### config.mk
export PLATFORM = sky130hd
export DESIGN_NAME = mem_stage_ctrl
export DESIGN_NICKNAME = d
export VERILOG_FILES = /design/src/rtl/lc3b_types.sv /design/src/rtl/mem_byte_align.sv /design/src/rtl/mem_stage_ctrl.sv
export SDC_FILE = /design/constraint.sdc
export NUM_CORES = 1
export LEC_CHECK = 0
export CAP_MARGIN = 10
export CORE_ASPECT_RATIO = 1.25
export CORE_MARGIN = 3
export CORE_UTILIZATION = 42
export CTS_CLUSTER_DIAMETER = 60
export CTS_CLUSTER_SIZE = 10
export DETAILED_ROUTE_END_ITERATION = 6
export PLACE_DENSITY = 0.8
export SYNTH_ARGS = -nofsm -noshare
export SYNTH_HDL_FRONTEND = slang
export SYNTH_HIERARCHICAL = 1
export SYNTH_SLANG_ARGS = --single-unit
### constraint.sdc
create_clock -name clk -period 2.6 [get_ports clk]
set_input_delay 0.78 -clock clk [delete_from_list [all_inputs] [get_ports clk]]
set_output_delay 0.78 -clock clk [all_outputs]
set_load 0.02 [all_outputs]
### src/rtl/lc3b_types.sv
// lc3b_types: shared word, MEM-stage state and byte-enable definitions for the lc3b pipeline.
package lc3b_types;
  typedef logic [15:0] lc3b_word;
  typedef enum logic [1:0] {IDLE, IND, ACC, DONE} lc3b_mem_state;
  typedef struct packed {
    logic mem_read;
    logic mem_write;
    logic indirect;
    logic byte_op;
  } lc3b_control_word_mem;
  localparam logic [1:0] BE_WORD = 2'b11;
  localparam logic [1:0] BE_HI = 2'b10;
  localparam logic [1:0] BE_LO = 2'b01;
endpackage

### src/rtl/mem_byte_align.sv
// mem_byte_align: word/byte alignment of address, enables, store data and zero-extended load data.
module mem_byte_align
  import lc3b_types::*;
(
  input  lc3b_word   base,
  input  logic       byte_op,
  input  lc3b_word   wdata_in,
  input  lc3b_word   rdata,
  output lc3b_word   address,
  output logic [1:0] byte_enable,
  output lc3b_word   wdata,
  output lc3b_word   load_data
);
  always_comb begin
    address = byte_op ? base : {base[15:1], 1'b0};
    byte_enable = !byte_op ? BE_WORD : base[0] ? BE_HI : BE_LO;
    wdata = byte_op ? {2{wdata_in[7:0]}} : wdata_in;
    load_data = !byte_op ? rdata : {8'h00, base[0] ? rdata[15:8] : rdata[7:0]};
  end
endmodule

### src/rtl/mem_stage_ctrl.sv
// mem_stage_ctrl: MEM-stage data-memory sequencer for LDR/STR, LDB/STB and two-access LDI/STI.
module mem_stage_ctrl
  import lc3b_types::*;
#(
  parameter int CNT_W = 16
) (
  input  logic             clk,
  input  logic             reset,
  input  logic             valid_in,
  input  logic             mem_read,
  input  logic             mem_write,
  input  logic             indirect,
  input  logic             byte_op,
  input  lc3b_word         mar_in,
  input  lc3b_word         mdr_in,
  output logic             dmem_read,
  output logic             dmem_write,
  output lc3b_word         dmem_address,
  output lc3b_word         dmem_wdata,
  output logic [1:0]       dmem_byte_enable,
  input  logic             dmem_resp,
  input  lc3b_word         dmem_rdata,
  output logic             stall,
  output lc3b_word         mem_data_out,
  output logic             mem_done,
  output logic [CNT_W-1:0] stall_count
);
  lc3b_control_word_mem ctrl;
  lc3b_mem_state state, next_state;
  lc3b_word ptr, base, load_data;
  logic op, acc_byte;
  assign ctrl = {mem_read, mem_write, indirect, byte_op};
  assign op = valid_in & (ctrl.mem_read | ctrl.mem_write);
  // The pointer fetch in IND is always an aligned word read of mar_in.
  assign base = (state == ACC && ctrl.indirect) ? ptr : mar_in;
  assign acc_byte = ctrl.byte_op & (state == ACC);
  mem_byte_align u_align (
    .base       (base),
    .byte_op    (acc_byte),
    .wdata_in   (mdr_in),
    .rdata      (dmem_rdata),
    .address    (dmem_address),
    .byte_enable(dmem_byte_enable),
    .wdata      (dmem_wdata),
    .load_data  (load_data)
  );
  always_comb begin
    stall = (state == IDLE && op) || state == IND || state == ACC;
    dmem_read = state == IND || (state == ACC && ctrl.mem_read);
    dmem_write = state == ACC && ctrl.mem_write && !ctrl.mem_read;
    mem_done = state == DONE;
    next_state = state == IDLE ? (op ? (ctrl.indirect ? IND : ACC) : IDLE)
               : state == IND  ? (dmem_resp ? ACC : IND)
               : state == ACC  ? (dmem_resp ? DONE : ACC)
               : IDLE;
  end
  always_ff @(posedge clk or posedge reset) begin
    if (reset) begin
      state <= IDLE;
      ptr <= '0;
      mem_data_out <= '0;
      stall_count <= '0;
    end else begin
      state <= next_state;
      if (state == IND && dmem_resp) ptr <= dmem_rdata;
      if (state == ACC && dmem_resp && ctrl.mem_read) mem_data_out <= load_data;
      if (stall && !(&stall_count)) stall_count <= stall_count + CNT_W'(1);
    end
  end
endmodule

==> flow_summary_export.csv <==
group,metric,value,unit
setup_path,endpoint_kind,"output port",
timing,tightest_slew,0.446,ns
floorplan,start_util,0.434,
synth,ys_ff_latch,50,
timing,drv_slew,0,
synth,ys_warn_count,6,
setup_path,worst-endpoint-arrival,1.82,ns
timing,min_period,2.60,ns
clocking,htreeDepth,2,
placed_design,portBuffers,125,
synth,syn_area_per_cell,12.4,um2
timing,timing.final.crit_share,0.999,
synth,syn_area,2870,um2
clocking,numCtsBuffers,5,
grt,grt_util_all_layers,0.185,
detailed_routing,vias_per_cell,4.96,
layout,finalNonFillerCells,442,
setup_path,start_kind,"input port",
floorplan,core,6610,um2
setup_path,crit_type,"in -> out",
timing,rsz0062_at_grt,"yes",
clocking,cts_sinks,50,
grt,antenna_found_initial,0,
placed_design,gp_congestion,0.833,
timing,fin_skew,0.0115,ns
synth,synth_cells,232,
synth,netlist_top_cells_count,"mux2_2, dfrtp_1, buf_4",
synth,async_flop_share,1.00,
power_and_ir_drop,intPower,0.00252,W
power_and_ir_drop,p_comb_frac,0.543,
synth,syn_nets,289,
setup_path,path_cells,"dlygate4sd2_1 -> nand2_2 -> buf_6 -> mux2_2 -> buf_2",
synth,yosys.area.top_type,"dfrtp_1",
detailed_routing,vias,2193,
run,drv_cap,0,
clocking,cts_buffer_depth,2,
grt,grt_pass1_vias,2321,
layout,drive_above_1_share,0.392,
layout,insertedDiodeCount,0,
detailed_routing,wirelength,7180,um
setup_path,cp_top_family,"buffers and inverters",
layout,syn_to_final_growth,50.2,%
placed_design,dp_hpwl,5500,um
floorplan,die_area,7870,um2
grt,grt_pass1_wl,11700,um
floorplan,die_x,79.9,um
synth,synth_edf_count,0,
synth,yosysMostFrequentCell,"mux2_2",
power_and_ir_drop,finalPower,0.00405,W
placed_design,placed_cells,432,
setup_path,cp_num_buf_inv,3,
power_and_ir_drop,seqPwrFrac,0.339,
setup_path,cp_slowest_stage_delay,0.33,ns
floorplan,io_pins,126,
floorplan,row_count,33,
synth,synth.distinct_cells,41,
power_and_ir_drop,p_sw,0.00153,W
timing,max_freq,385,MHz
timing,slew_headroom,0.703,
clocking,cts_tree,"yes",
synth,synth_top_area_frac,0.436,
power_and_ir_drop,switching_share,0.379,
grt,grt_max_degree,21,
power_and_ir_drop,ir_worst_vdd,0.738,mV
detailed_routing,ant_nets,0,
layout,post-route-util,0.652,
hold_path,hold_class,"reg -> reg",
floorplan,dieHeight,98.4,um
timing,hold_viol_final,0,
layout,nets,411,
timing,setup_viol,0,
setup_path,critical_path_required,1.82,ns
setup_path,path_max_fanout,8,
grt,overflow,0,
clocking,insertion_delay,0.30,ns
layout,final_area,4310,um2
detailed_routing,dr.pass1.iters,4,
power_and_ir_drop,leakage,1.91,nW
placed_design,place_area,4140,um2
detailed_routing,drc,0,
synth,synth.area.top_cells,"dfrtp_1, mux2_2, buf_4",
synth,seq_area_frac_synth,0.436,
detailed_routing,wl_per_cell,16.2,um
status,status,"finished clean",
clocking,clk_pin_slew_worst_paths,0.09,ns
detailed_routing,initialDrtViolationCount,54,
power_and_ir_drop,clkPwrFrac,0.118,
power_and_ir_drop,cellPowerDensity,940,nW/um2
synth,synthFlopType,"dfrtp_1",
setup_path,worst_path_max_delay_cell,"mux2_2",
clocking,clockRootBuffer,"clkbuf_8",
power groups by stage:
stage / clock network (W) / registers, W / logic (W)
3_5_place_dp: 0 / 0.00139 / 0.00215
3_3_place_gp: 0 / 0.00138 / 0.00211
2_1_floorplan: 0 / 0.00158 / 0.00105
5_1_grt: 0.000535 / 0.00142 / 0.00235
6_report: 0.000480 / 0.00137 / 0.00220
4_1_cts: 0.000494 / 0.00138 / 0.00222
per-stage QoR:
| stage | setup slack (ns) | TNS [ns] | hold slack [ns] |
|---|---|---|---|
| floorplan | 0.217 | 0 | 0.475 |
| detailed placement | -0.609 | -17.48 | 0.493 |
| global route | -0.0260 | -0.143 | 0.529 |
| global placement | -0.593 | -16.63 | 0.485 |
| CTS | 0.000137 | 0 | 0.515 |
| finish | 0.00143 | 0 | 0.511 |
layer usage:
layer	GRT usage	part of all wire
met1	0.245	0.42
met2	0.311	0.51
met3	0.0378	0.060
met4	0.0403	0.013
met5	0	0
path summary, 6_finish.rpt:
check,start,endpoint,slack (ns),depth (start not counted)
max in group asynchronous,reset,stall_count[12],1.33,3
worst max-delay path,indirect,dmem_address[3],0.001,5
worst min-delay path,ptr[4],ptr[4],0.51,1
worst min register to register,ptr[4],ptr[4],0.51,1
worst max register to register,state[1],mem_data_out[3],0.51,8
min in group asynchronous,reset,ptr[13],0.72,2
cells by family (layout without fill, tap and decap cells):
logic type                 count (synthesis)  count (layout)  share of synthesized area
DFF                                       50              50                      0.436
AOI/OAI and AO/OA                          6               6                     0.0140
and+or+nand+nor                           60              60                      0.143
xor gates and xnor gates                  14              14                     0.0427
buffers and inverters                     35             158                     0.0885
muxes                                     66              66                      0.271
adders and majority gates                  1               1                    0.00436
worst register-to-register path, stage by stage (launching register included):
cell and delay (ns):
dfrtp_1 0.38, nor2b_1 0.12, buf_4 0.14, nand2_2 0.13, mux2_4 0.35, nand2_8 0.08, buf_4 0.20, mux2_4 0.32
mux2_2 0.25
cell usage in the layout (no fill, tap or decap), drive strengths merged:
master | synthesis | layout
or3 | 1 | 1
clkdlybuf4s50 | 0 | 85
nor2 | 7 | 7
xnor2 | 1 | 1
and2 | 2 | 2
buf | 29 | 49
nor4 | 7 | 7
dfrtp | 50 | 50
a221oi | 1 | 1
and4b | 1 | 1
nand2 | 10 | 10
nor2b | 10 | 10
inv | 5 | 6
xor2 | 13 | 13
clkbuf | 1 | 6
a21o | 1 | 1
clkdlybuf4s15 | 0 | 1
mux2 | 66 | 66
and3 | 3 | 3
dlymetal6s2s | 0 | 1
and3b | 1 | 1
nor3b | 1 | 1
nand3b | 1 | 1
nor4b | 2 | 2
nand3 | 4 | 4
nor3 | 4 | 4
ha | 1 | 1
o211ai | 1 | 1
or4 | 1 | 1
clkinvlp | 0 | 1
nand4 | 4 | 4
nand2b | 1 | 1
o21ai | 3 | 3
dlygate4sd2 | 0 | 9
flip-flops by register name (all words and copies together) (netlist names):
name,flops
stall_count,16
mem_data_out,16
state,2
ptr,16
what timing repair did:
item,4_1_cts,5_1_grt
cloned,1,0
pin swaps,1,2
hold buffers,0,0
setup buffers,3,0
setup endpoints to repair,37,27
resized for setup,168,24
area by class of cell:
cell class	instances	area (um2)
fill	526	2300
timing repair buffer	145	1420
multi-input combinational	147	1410
sequential	50	1250
tap	87	109
clock buffer	6	82.6
inverter	5	18.8
clock inverter	2	16.3
Note: power is estimated with default switching activity, not from simulation.
